### src/rtl/bus_transfer_sequencer_pkg.sv
// Shared definitions for the bus transfer sequencer: FSM state encoding and
// default geometry of the register bus.
package bus_transfer_sequencer_pkg;

  localparam int NUM_REGS_DEF = 8;
  localparam int DATA_W_DEF   = 16;

  typedef enum logic [1:0] {
    ST_IDLE,
    ST_DRIVE,
    ST_LATCH,
    ST_RELEASE
  } xfer_state_t;

endpackage

### src/rtl/bus_transfer_sequencer_fifo.sv
// Two-entry request FIFO with a combinational head. The owner must only push
// when not full (or when popping in the same cycle) and only pop when non-empty.
module xfer_req_fifo #(
  parameter int WIDTH = 8
) (
  input  logic             register_clock,
  input  logic             register_reset,
  input  logic             push,
  input  logic [WIDTH-1:0] push_data,
  input  logic             pop,
  output logic [WIDTH-1:0] head_data,
  output logic             empty,
  output logic             full
);

  logic [WIDTH-1:0] mem_reg [2];
  logic             wr_ptr_reg;
  logic             rd_ptr_reg;
  logic [1:0]       count_reg;

  // Storage carries no reset so it maps onto plain memory cells.
  always_ff @(posedge register_clock) begin
    if (push) begin
      mem_reg[wr_ptr_reg] <= push_data;
    end
  end

  always_ff @(posedge register_clock) begin
    if (!register_reset) begin
      wr_ptr_reg <= 1'b0;
      rd_ptr_reg <= 1'b0;
      count_reg  <= 2'd0;
    end else begin
      if (push) wr_ptr_reg <= ~wr_ptr_reg;
      if (pop)  rd_ptr_reg <= ~rd_ptr_reg;
      case ({push, pop})
        2'b10:   count_reg <= count_reg + 2'd1;
        2'b01:   count_reg <= count_reg - 2'd1;
        default: count_reg <= count_reg;
      endcase
    end
  end

  assign head_data = mem_reg[rd_ptr_reg];
  assign empty     = (count_reg == 2'd0);
  assign full      = (count_reg == 2'd2);

endmodule

### src/rtl/bus_transfer_sequencer.sv
// Sequences register-to-register and immediate-to-register moves over a shared
// bus: drive the source, latch into the destination, release, one per 4 cycles.
module bus_transfer_sequencer
  import bus_transfer_sequencer_pkg::*;
#(
  parameter int NUM_REGS = NUM_REGS_DEF,
  parameter int DATA_W   = DATA_W_DEF
) (
  input  logic                        register_clock,
  input  logic                        register_reset,
  input  logic                        req_valid,
  output logic                        req_ready,
  input  logic [$clog2(NUM_REGS)-1:0] req_src,
  input  logic [$clog2(NUM_REGS)-1:0] req_dst,
  input  logic                        req_imm_sel,
  input  logic [DATA_W-1:0]           req_imm,
  output logic [NUM_REGS-1:0]         bus_out_en,
  output logic [NUM_REGS-1:0]         bus_in_en,
  output logic [DATA_W-1:0]           bus_imm_out,
  output logic                        bus_imm_out_en,
  output logic                        done,
  output logic                        err,
  output logic                        busy
);

  localparam int IDX_W   = $clog2(NUM_REGS);
  localparam int ENTRY_W = 2 * IDX_W + 1 + DATA_W;
  localparam logic [IDX_W:0] NUM_REGS_W = NUM_REGS[IDX_W:0];

  xfer_state_t         state_reg;
  logic [NUM_REGS-1:0] bus_out_en_reg;
  logic [NUM_REGS-1:0] bus_in_en_reg;
  logic [NUM_REGS-1:0] dst_onehot_reg;
  logic [DATA_W-1:0]   imm_out_reg;
  logic                imm_en_reg;
  logic                done_reg;
  logic                err_reg;

  logic                fifo_push;
  logic                fifo_pop;
  logic                fifo_empty;
  logic                fifo_full;
  logic [ENTRY_W-1:0]  head;
  logic                head_imm_sel;
  logic [IDX_W-1:0]    head_src;
  logic [IDX_W-1:0]    head_dst;
  logic [DATA_W-1:0]   head_imm;
  logic                head_legal;
  logic [NUM_REGS-1:0] src_onehot;
  logic [NUM_REGS-1:0] dst_onehot;

  // A pop frees a slot in the same cycle, so a full queue still accepts then.
  assign fifo_pop  = (state_reg == ST_IDLE) && !fifo_empty;
  assign req_ready = register_reset && (!fifo_full || fifo_pop);
  assign fifo_push = req_valid && req_ready;

  xfer_req_fifo #(
    .WIDTH(ENTRY_W)
  ) u_fifo (
    .register_clock(register_clock),
    .register_reset(register_reset),
    .push          (fifo_push),
    .push_data     ({req_imm_sel, req_src, req_dst, req_imm}),
    .pop           (fifo_pop),
    .head_data     (head),
    .empty         (fifo_empty),
    .full          (fifo_full)
  );

  assign head_imm_sel = head[ENTRY_W-1];
  assign head_src     = head[ENTRY_W-2 -: IDX_W];
  assign head_dst     = head[DATA_W +: IDX_W];
  assign head_imm     = head[DATA_W-1:0];

  // Immediate moves ignore src; register moves need two distinct in-range indices.
  assign head_legal = ({1'b0, head_dst} < NUM_REGS_W) &&
                      (head_imm_sel ||
                       (({1'b0, head_src} < NUM_REGS_W) && (head_src != head_dst)));

  for (genvar gi = 0; gi < NUM_REGS; gi++) begin : g_decode
    localparam logic [IDX_W-1:0] IDX = IDX_W'(gi);
    assign src_onehot[gi] = (head_src == IDX);
    assign dst_onehot[gi] = (head_dst == IDX);
  end

  always_ff @(posedge register_clock) begin
    if (!register_reset) begin
      state_reg      <= ST_IDLE;
      bus_out_en_reg <= '0;
      bus_in_en_reg  <= '0;
      dst_onehot_reg <= '0;
      imm_out_reg    <= '0;
      imm_en_reg     <= 1'b0;
      done_reg       <= 1'b0;
      err_reg        <= 1'b0;
    end else begin
      done_reg <= 1'b0;
      err_reg  <= 1'b0;
      case (state_reg)
        ST_IDLE: begin
          if (fifo_pop) begin
            if (head_legal) begin
              state_reg      <= ST_DRIVE;
              dst_onehot_reg <= dst_onehot;
              if (head_imm_sel) begin
                imm_en_reg  <= 1'b1;
                imm_out_reg <= head_imm;
              end else begin
                bus_out_en_reg <= src_onehot;
              end
            end else begin
              err_reg <= 1'b1;
            end
          end
        end
        ST_DRIVE: begin
          state_reg     <= ST_LATCH;
          bus_in_en_reg <= dst_onehot_reg;
        end
        ST_LATCH: begin
          state_reg      <= ST_RELEASE;
          bus_out_en_reg <= '0;
          bus_in_en_reg  <= '0;
          imm_en_reg     <= 1'b0;
          imm_out_reg    <= '0;
          done_reg       <= 1'b1;
        end
        ST_RELEASE: begin
          state_reg <= ST_IDLE;
        end
        default: begin
          state_reg <= ST_IDLE;
        end
      endcase
    end
  end

  assign bus_out_en     = bus_out_en_reg;
  assign bus_in_en      = bus_in_en_reg;
  assign bus_imm_out    = imm_out_reg;
  assign bus_imm_out_en = imm_en_reg;
  assign done           = done_reg;
  assign err            = err_reg;
  assign busy           = (state_reg != ST_IDLE) || !fifo_empty;

endmodule
### config.mk
export PLATFORM = sky130hd
export DESIGN_NAME = bus_transfer_sequencer
export DESIGN_NICKNAME = d
export VERILOG_FILES = /design/src/rtl/bus_transfer_sequencer_pkg.sv /design/src/rtl/bus_transfer_sequencer_fifo.sv /design/src/rtl/bus_transfer_sequencer.sv
export SDC_FILE = /design/constraint.sdc
export NUM_CORES = 1
export LEC_CHECK = 0
export ABC_AREA = 1
export ABC_CLOCK_PERIOD_IN_PS = 3500
export CAP_MARGIN = 20
export CORE_MARGIN = 2
export CORE_UTILIZATION = 45
export CTS_BUF_LIST = sky130_fd_sc_hd__clkbuf_8
export DETAILED_ROUTE_END_ITERATION = 8
export PLACE_DENSITY = 0.68
export SYNTH_ARGS = -nofsm -noshare
export SYNTH_HDL_FRONTEND = slang
export SYNTH_SLANG_ARGS = --single-unit
### constraint.sdc
create_clock -name register_clock -period 3.5 [get_ports register_clock]
set_clock_uncertainty 0.15 [all_clocks]
set_input_delay 0.7 -clock register_clock [delete_from_list [all_inputs] [get_ports register_clock]]
set_output_delay 0.7 -clock register_clock [all_outputs]
set_load 0.005 [all_outputs]
==> results.py, run 1 <==
metrics = {
    "outcome": {
        "status": "completed",
    },
    "floorplan": {
        "row_count": 35,
        "dieArea_mm2": 0.009984,
        "core_mm2": 0.009065,
        "start_util_pct": 45.67,
        "die_y_um": 99.92,
        "die-width_um": 99.92,
        "ios": 63,
    },
    "timing": {
        "period_needed_ps": 2739,
        "rsz0062_at_grt": "no",
        "setup_ws_ps": 761.2,
        "post-route-period-util_pct": 78.25,
        "maxSlewHeadroom_pct": 68.15,
        "hold_viol": 0,
        "drv_slew": 0,
        "setup_viol": 0,
        "finalSetupTns_ps": 0,
        "worstMarginPinSlew_ps": 477.2,
        "fmax_mhz": 365.1,
    },
    "clock_network": {
        "cts_sinks": 96,
        "holdBufCountCts": 0,
        "cts_made_buffers": 9,
        "tritoncts": "built",
        "cts.clk_slew.worst_paths_ps": 100,
        "cts-root-buf": "clkbuf_8",
        "clockBufferDepth": 2,
        "cts_resized": 0,
        "insertion_delay_ps": 370,
        "htreeDepth": 3,
        "post_cts_buffers": 0,
    },
    "layout": {
        "syn2layout_area_growth_pct": 21.21,
        "largest_register_ffs": 46,
        "nNetsFinal": 577,
        "layout.cells.non_filler": 663,
        "drive_gt1_share_pct": 8.696,
        "final_common_cell": "nand2_1",
        "mostFrequentLayoutCells": "nand2_1 (114), nor2_1 (79), inv_1 (64), clkdlybuf4s50_1 (62), dfxtp_1 (50)",
        "antennaDiodeCount": 0,
    },
    "min_path": {
        "whs_endpoint": "bus_in_en[3]",
        "holdCritStartpoint": "dst_onehot_reg[3]",
        "hold_path_depth": 2,
        "hold_path.class": "register to register",
    },
    "global_routing": {
        "gr-total-overflow": 0,
        "antenna_found_initial": 0,
        "grt_pass1_wl_mm": 13.92,
        "grt_pass1_vias": 3009,
        "grt_max_degree": 49,
        "grt_usage_pct": 17.55,
    },
    "worst_setup_path": {
        "cp-startpoint": "state_reg[0]",
        "critical-path-top-delay-family": "buffers and inverters",
        "required_ps": 2650,
        "rr_endpoint": "bus_imm_out[14]",
        "r2r_cells": 10,
        "endpoint_kind": "output port",
        "worstPathArrival_ps": 1890,
        "worst-r2r-setup-slack_ps": 980,
        "critical_path_class": "register to output port",
        "cp_max_fo": 6,
        "start_kind": "register",
        "crit_path_frequent_cell": "inv_1",
        "cp_slowest_cell": "clkdlybuf4s50_1",
        "cpPeakStageDelay_ps": 490,
        "path_cells": "inv_1, ha_1, inv_1, nand3b_1, nand2_1, inv_1, clkdlybuf4s50_1",
        "crit_buf_inv": 4,
    },
    "job": {
        "cap_viol_max_count": 0,
    },
    "place": {
        "port_buffers": 62,
        "place_inst": 647,
        "place_congestion": 0.7984,
        "place_ws_ps": 842.0,
        "post-dp-hpwl_mm": 5.546,
    },
    "routing": {
        "routedWlPerCell_um": 12.35,
        "vias": 3158,
        "antenna_left": 0,
        "via_per_inst": 4.763,
        "drt_iter0_drc": 154,
        "routed_wl_mm": 8.187,
        "drc": 0,
        "first_pass_iters": 4,
    },
    "pwr": {
        "p_int_w": 0.002529,
        "p_sw_share_pct": 39.75,
        "seq_power_share_pct": 38.2,
        "cellLeakagePower_nw": 2.132,
        "clkPwrFrac_pct": 17.1,
        "p_switching_w": 0.001668,
        "p_per_area_mw_per_mm2": 836.5,
        "power_frac_comb_pct": 44.7,
        "vdd.ir_drop.worst_mv": 0.3169,
    },
    "yosys": {
        "ys_seq_area_share_pct": 57.54,
        "ys_types": 24,
        "synth_area_mm2": 0.004140,
        "synth_nets": 519,
        "ys_ff_latch": 96,
        "yosysWarnings": 0,
        "postSynthCellCount": 489,
        "syn_area_per_cell_um2": 8.467,
    },
}
[synthesized netlist by cell type]
cell type	n	area share, %
nand2_4	2	0.54
nand3b_1	1	0.18
clkbuf_1	10	0.91
inv_2	2	0.18
nand2_1	114	10
nand3_2	2	0.48
dfxtp_1	50	24
o211ai_1	1	0.18
edfxtp_1	46	33
nand4_1	16	2.4
o21ai_1	2	0.24
ha_1	4	1.2
nor2_1	81	7.3
nor4_1	1	0.15
inv_1	64	5.8
o21ai_0	32	3.9
nand3_1	6	0.73
a21oi_1	21	2.5
buf_2	6	0.73
buf_6	5	1.4
nand2_2	8	1.2
clkinv_1	2	0.18
nor2_2	10	1.5
nor3_1	3	0.36
[power by group through the flow]
stage               Combinational, W  Clock, W  Sequential [W]
floorplan                    0.00122         0         0.00162
global placement             0.00183         0         0.00162
detailed placement           0.00187         0         0.00163
CTS                          0.00188  0.000729         0.00161
global route                 0.00215  0.000788         0.00164
finish                       0.00188  0.000718         0.00160
[metrics by stage]
stage | total power [W] | cell area [um^2] | util [%] | hold slack, ps
finish | 0.004198 | 5019 | 55.36 | 323.3
global route | 0.004578 | 5019 | 55.36 | 341.1
CTS | 0.004219 | 5019 | 55.36 | 310.7
detailed placement | 0.003501 | 4826 | 53.24 | 295.4
global placement | 0.003456 | 4826 | 53.24 | 283.3
floorplan | 0.002849 | 4140 | - | 275.7
[tightest hold or removal path: stages (launching register included)]
cell and delay, ps:
dfxtp_1 320, nand2_1 60, a21oi_1 60
[how the worst max path moves through the flow]
stage,to,slack [ps],cells past startpoint
floorplan,u_fifo.mem_reg[0][0],930,8
global placement,req_ready,860,4
detailed placement,req_ready,840,4
CTS,req_ready,740,7
global route,req_ready,640,7
finish,req_ready,760,7
[per-layer routing]
| layer | track usage [%] | vias up | part of all wire (%) |
|---|---|---|---|
| li1 | - | 1657 | - |
| met1 | 24.79 | 1420 | 49 |
| met2 | 27.23 | 74 | 46 |
| met3 | 3.412 | 7 | 4.3 |
| met4 | 6.006 | 0 | 1.1 |
| met5 | 0 | - | 0 |
[cell families (layout without fill, tap and decap cells)]
logic type	Yosys count	in the layout	synth area share, %
AND/OR/NAND/NOR	244	244	25.26
flip-flops	96	96	57.54
AO/OA/AOI/OAI	56	56	6.830
buffers and inverters	89	152	9.157
adder cells (fa/ha/maj)	4	4	1.209
[layout make-up]
type / count / area, um^2
sequential: 96 / 2382
fill: 829 / 4046
timing repair buffer: 68 / 665.6
inverter: 68 / 255.2
clock inverter: 7 / 68.82
tap: 111 / 138.9
multi-input combinational: 304 / 1384
clock buffer: 9 / 123.9
Power figures use the tool's default switching activity.
==> run 2: changes to the inputs <==
ABC_CLOCK_PERIOD_IN_PS = 2600   (was 3500)
clock period = 2.6 ns   (was 3.5 ns; I/O delays follow)
==> run 2 against run 1 <==
  * Final cell count rose by 0.60%
  * Worst setup slack got worse by 650 ps
  * Register-to-register slack got worse by 650 ps
  * Routed wire length fell by 0.37%
  * Combinational power rose by 37%
  * Global-route usage fell by 0.78 points
  * Core utilization rose by 0.99 points
  * First-iteration DRC count fell by 19%
==> results.py, run 2 (same netlist as run 1, synthesis figures left out) <==
metrics = {
    "worst_setup_path": {
        "path_cells": "inv_1, ha_4, inv_1, nand3b_1, nand2_1, inv_1, clkdlybuf4s50_1",
        "start_kind": "register",
        "required_ps": 1930,
        "cpPeakStageDelay_ps": 490,
        "worstPathArrival_ps": 1820,
        "critical_path_class": "register to output port",
        "crit_path_frequent_cell": "inv_1",
        "crit_buf_inv": 4,
        "cp_slowest_cell": "clkdlybuf4s50_1",
        "cp_max_fo": 6,
        "critical-path-top-delay-family": "buffers and inverters",
        "endpoint_kind": "output port",
    },
    "routing": {
        "drt_iter0_drc": 124,
        "routedWlPerCell_um": 12.23,
        "antenna_left": 0,
        "vias": 3162,
        "first_pass_iters": 4,
        "via_per_inst": 4.741,
        "drc": 0,
        "routed_wl_mm": 8.157,
    },
    "global_routing": {
        "grt_pass1_wl_mm": 13.12,
        "grt_pass1_vias": 2773,
        "grt_max_degree": 49,
        "grt_usage_pct": 16.77,
        "antenna_found_initial": 0,
        "gr-total-overflow": 0,
    },
    "floorplan": {
        "start_util_pct": 45.67,
        "core_mm2": 0.009065,
        "row_count": 35,
        "die_y_um": 99.92,
        "ios": 63,
        "die-width_um": 99.92,
        "dieArea_mm2": 0.009984,
    },
    "clock_network": {
        "insertion_delay_ps": 370,
        "cts_sinks": 96,
        "cts_made_buffers": 9,
        "cts_resized": 1,
        "clockBufferDepth": 2,
        "tritoncts": "built",
        "cts.clk_slew.worst_paths_ps": 110,
        "holdBufCountCts": 0,
        "cts-root-buf": "clkbuf_8",
        "htreeDepth": 3,
        "post_cts_buffers": 0,
    },
    "job": {
        "cap_viol_max_count": 0,
    },
    "pwr": {
        "clkPwrFrac_pct": 17.3,
        "vdd.ir_drop.worst_mv": 0.3969,
        "power_frac_comb_pct": 45.0,
        "p_switching_w": 0.002255,
        "seq_power_share_pct": 37.7,
        "p_sw_share_pct": 39.28,
        "p_int_w": 0.003485,
        "cellLeakagePower_nw": 2.163,
        "p_per_area_mw_per_mm2": 1124,
    },
    "place": {
        "port_buffers": 62,
        "place_inst": 651,
        "post-dp-hpwl_mm": 5.818,
        "place_congestion": 0.8846,
        "place_ws_ps": 320.9,
    },
    "timing": {
        "fmax_mhz": 401.7,
        "maxSlewHeadroom_pct": 71.36,
        "worstMarginPinSlew_ps": 429.1,
        "setup_ws_ps": 110.3,
        "post-route-period-util_pct": 95.76,
        "hold_viol": 0,
        "period_needed_ps": 2490,
        "drv_slew": 0,
        "finalSetupTns_ps": 0,
        "rsz0062_at_grt": "no",
        "setup_viol": 0,
    },
    "outcome": {
        "status": "completed",
    },
    "layout": {
        "nNetsFinal": 581,
        "drive_gt1_share_pct": 9.532,
        "syn2layout_area_growth_pct": 23.39,
        "final_common_cell": "nand2_1",
        "layout.cells.non_filler": 667,
        "mostFrequentLayoutCells": "nand2_1 (114), nor2_1 (79), inv_1 (64), clkdlybuf4s50_1 (62), dfxtp_1 (50)",
        "largest_register_ffs": 46,
        "antennaDiodeCount": 0,
    },
    "min_path": {
        "hold_path.class": "register to register",
    },
}
-- run 2: area by class of cell --
class | count | area, um^2
clock buffer | 9 | 123.9
clock inverter | 7 | 91.34
fill | 825 | 3956
inverter | 68 | 255.2
multi-input combinational | 304 | 1396
sequential | 96 | 2382
tap | 111 | 138.9
timing repair buffer | 72 | 720.7
-- run 2: final timing paths --
path | start | endpoint | slack (ps) | cells past startpoint
hold / removal | u_fifo.rd_ptr_reg | u_fifo.rd_ptr_reg | 310 | 1
setup / recovery | state_reg[0] | req_ready | 110 | 7
setup reg to reg | state_reg[0] | bus_out_en[3] | 330 | 8
hold reg to reg | u_fifo.rd_ptr_reg | u_fifo.rd_ptr_reg | 310 | 1
-- run 2: worst reg2reg max path, stage by stage, from the launching register on --
cell and delay [ps]:
dfxtp_1 320, inv_1 150, ha_1 270, clkinv_1 250
o21ai_1 390, nand3_1 370, nand2_1 150, nand2_1 60
nor2_1 100
-- run 2: power groups by stage --
stage	registers, W	logic [W]	clock network [W]
after global placement	0.00219	0.00251	0
after detailed placement	0.00220	0.00255	0
final	0.00216	0.00258	0.000993
after global routing	0.00222	0.00294	0.00108
after CTS	0.00217	0.00257	0.00101
after floorplan	0.00219	0.00165	0
-- run 2: metal layers --
layer  vias up  routed length, um  part of all wire, %  global-route usage [%]
met2        80               3753                   46                   27.08
li1       1671                  -                    -                       -
met5         -                  0                    0                       0
met3         9                439                  5.4                   3.969
met1      1402               3862                   47                   22.34
met4         0                102                  1.3                   5.690
-- run 2: per-stage QoR --
step                instance area, um^2  hold WS, ps  power (W)  util, %
floorplan                          4140        275.7   0.003836        -
global placement                   4881        285.8   0.004696    53.84
detailed placement                 4881        299.0   0.004758    53.84
CTS                                5099        308.2   0.005756    56.25
global route                       5109        332.2   0.006231    56.36
finish                             5109        310.9   0.005740    56.36
==> run 3: changes to the inputs <==
CELL_PAD_IN_SITES_DETAIL_PLACEMENT = 1   (was unset)
CELL_PAD_IN_SITES_GLOBAL_PLACEMENT = 2   (was unset)
CORE_UTILIZATION = 33   (was 45)
PLACE_DENSITY = unset   (was 0.68)
PLACE_DENSITY_LB_ADDON = 0.1   (was unset)
TNS_END_PERCENT = 30   (was unset)
==> run 3 against run 2 <==
  * Sequential share of layout area decreased by 0.51 points
  * Sequential power about the same
  * Global-route usage is 0.58 points lower
==> results.py, run 3 (same netlist as run 1, synthesis figures left out) <==
metrics = {
    "pwr": {
        "p_switching_w": 0.002325,
        "power_frac_comb_pct": 46.2,
        "vdd.ir_drop.worst_mv": 0.4697,
        "seq_power_share_pct": 36.9,
        "clkPwrFrac_pct": 16.9,
        "p_int_w": 0.003535,
        "p_sw_share_pct": 39.67,
        "p_per_area_mw_per_mm2": 1135,
        "cellLeakagePower_nw": 2.152,
    },
    "worst_setup_path": {
        "cpPeakStageDelay_ps": 490,
        "critical-path-top-delay-family": "buffers and inverters",
        "start_kind": "register",
        "crit_path_frequent_cell": "inv_1",
        "worst-r2r-setup-slack_ps": 340,
        "required_ps": 1930,
        "rr_endpoint": "bus_imm_out[4]",
        "cp_slowest_cell": "clkdlybuf4s50_1",
        "crit_buf_inv": 4,
        "cp-startpoint": "state_reg[0]",
        "cp_max_fo": 6,
        "worstPathArrival_ps": 1780,
        "path_cells": "inv_2, ha_4, inv_1, nand3b_1, nand2_1, inv_1, clkdlybuf4s50_1",
        "r2r_cells": 11,
        "endpoint_kind": "output port",
        "critical_path_class": "register to output port",
    },
    "place": {
        "place_ws_ps": 194.5,
        "place_congestion": 0.7574,
        "port_buffers": 62,
        "post-dp-hpwl_mm": 7.070,
    },
    "layout": {
        "syn2layout_area_growth_pct": 24.75,
        "fin_util_pct": 42.64,
        "nNetsFinal": 580,
        "antennaDiodeCount": 0,
        "largest_register_ffs": 46,
        "mostFrequentLayoutCells": "nand2_1 (114), nor2_1 (79), inv_1 (63), clkdlybuf4s50_1 (62), dfxtp_1 (50)",
        "drive_gt1_share_pct": 9.730,
        "final_common_cell": "nand2_1",
        "num-fill-cells": 1464,
    },
    "timing": {
        "hold_viol": 0,
        "setup_ws_ps": 153.7,
        "period_needed_ps": 2446,
        "setup_viol": 0,
        "rsz0062_at_grt": "no",
        "finalSetupTns_ps": 0,
        "maxSlewHeadroom_pct": 69.15,
        "fmax_mhz": 408.8,
        "fin_hold_ws_ps": 318.1,
        "drv_slew": 0,
        "worstMarginPinSlew_ps": 459.7,
        "post-route-period-util_pct": 94.09,
    },
    "routing": {
        "antenna_left": 0,
        "vias": 3205,
        "via_per_inst": 4.433,
        "routed_wl_mm": 9.927,
        "routedWlPerCell_um": 13.73,
        "first_pass_iters": 4,
        "drt_iter0_drc": 178,
        "drc": 0,
    },
    "global_routing": {
        "grt_pass1_wl_mm": 16.43,
        "grt_max_degree": 49,
        "grt_pass1_vias": 3318,
        "antenna_found_initial": 0,
        "gr-total-overflow": 0,
        "grt_usage_pct": 16.19,
    },
    "floorplan": {
        "core_mm2": 0.01211,
        "die_y_um": 116.0,
        "row_count": 40,
        "dieArea_mm2": 0.01346,
        "start_util_pct": 34.18,
        "die-width_um": 116.0,
        "ios": 63,
    },
    "outcome": {
        "status": "completed",
    },
    "clock_network": {
        "clockBufferDepth": 2,
        "insertion_delay_ps": 380,
        "holdBufCountCts": 0,
        "cts.clk_slew.worst_paths_ps": 90,
        "cts-root-buf": "clkbuf_8",
        "cts_made_buffers": 9,
        "htreeDepth": 3,
        "post_cts_buffers": 0,
        "cts_sinks": 96,
        "tritoncts": "built",
    },
    "min_path": {
        "holdCritStartpoint": "u_fifo.rd_ptr_reg",
        "hold_path_depth": 1,
        "hold_path.class": "register to register",
        "whs_endpoint": "u_fifo.rd_ptr_reg",
    },
    "job": {
        "cap_viol_max_count": 0,
    },
}
[run 3: worst max path at each step]
stage / endpoint / slack [ps] / cells after the start
6_report: req_ready / 150 / 7
5_1_grt: req_ready / 4 / 7
4_1_cts: req_ready / 9 / 7
3_5_place_dp: bus_imm_out[4] / 190 / 12
3_3_place_gp: bus_imm_out[2] / 230 / 11
2_1_floorplan: u_fifo.mem_reg[0][0] / 30 / 8
[run 3: area by class of cell]
type	count	area, um^2	share of cell area (%)
Clock buffer	9	123.9	2.398
Clock inverter	7	71.32	1.381
Inverter	68	255.2	4.942
Multi-Input combinational cell	304	1409	27.28
Sequential cell	96	2382	46.12
Tap cell	168	210.2	4.070
Timing Repair Buffer	71	713.2	13.81
[run 3: per-layer routing]
| layer | GRT usage [%] | vias up | wire length (um) |
|---|---|---|---|
| met2 | 25.15 | 50 | 4386 |
| met5 | 0 | - | 0 |
| met4 | 4.365 | 0 | 122 |
| li1 | - | 1658 | - |
| met1 | 22.10 | 1488 | 5045 |
| met3 | 4.864 | 9 | 372 |
[run 3: power by group through the flow]
stage                     clock (W)  combinational (W)  sequential [W]
after floorplan                   0            0.00165         0.00219
after global routing        0.00110            0.00312         0.00221
after detailed placement          0            0.00268         0.00220
after global placement            0            0.00261         0.00219
after CTS                   0.00104            0.00271         0.00217
final                      0.000992            0.00271         0.00216
[run 3: worst register-to-register path: cells and delay by family (launching register included)]
kind                   cells  cell delay, ps
buffers and inverters      1             180
flip-flops                 1             350
AND/OR/NAND/NOR           10            1470
[run 3: per-stage QoR]
stage          instance area [um^2]  instances  power [W]
2_1_floorplan                  4140        489   0.003836
3_3_place_gp                   4945        707   0.004793
3_5_place_dp                   4945        707   0.004884
4_1_cts                        5142        723   0.005912
5_1_grt                        5165        723   0.006429
6_report                       5165        723   0.005860
[run 3: what timing repair did]
action | in CTS | in global routing
hold endpoints to repair | 0 | 0
setup endpoints to repair | 1 | 25
resized for setup | 1 | 5
gates cloned | 0 | 0
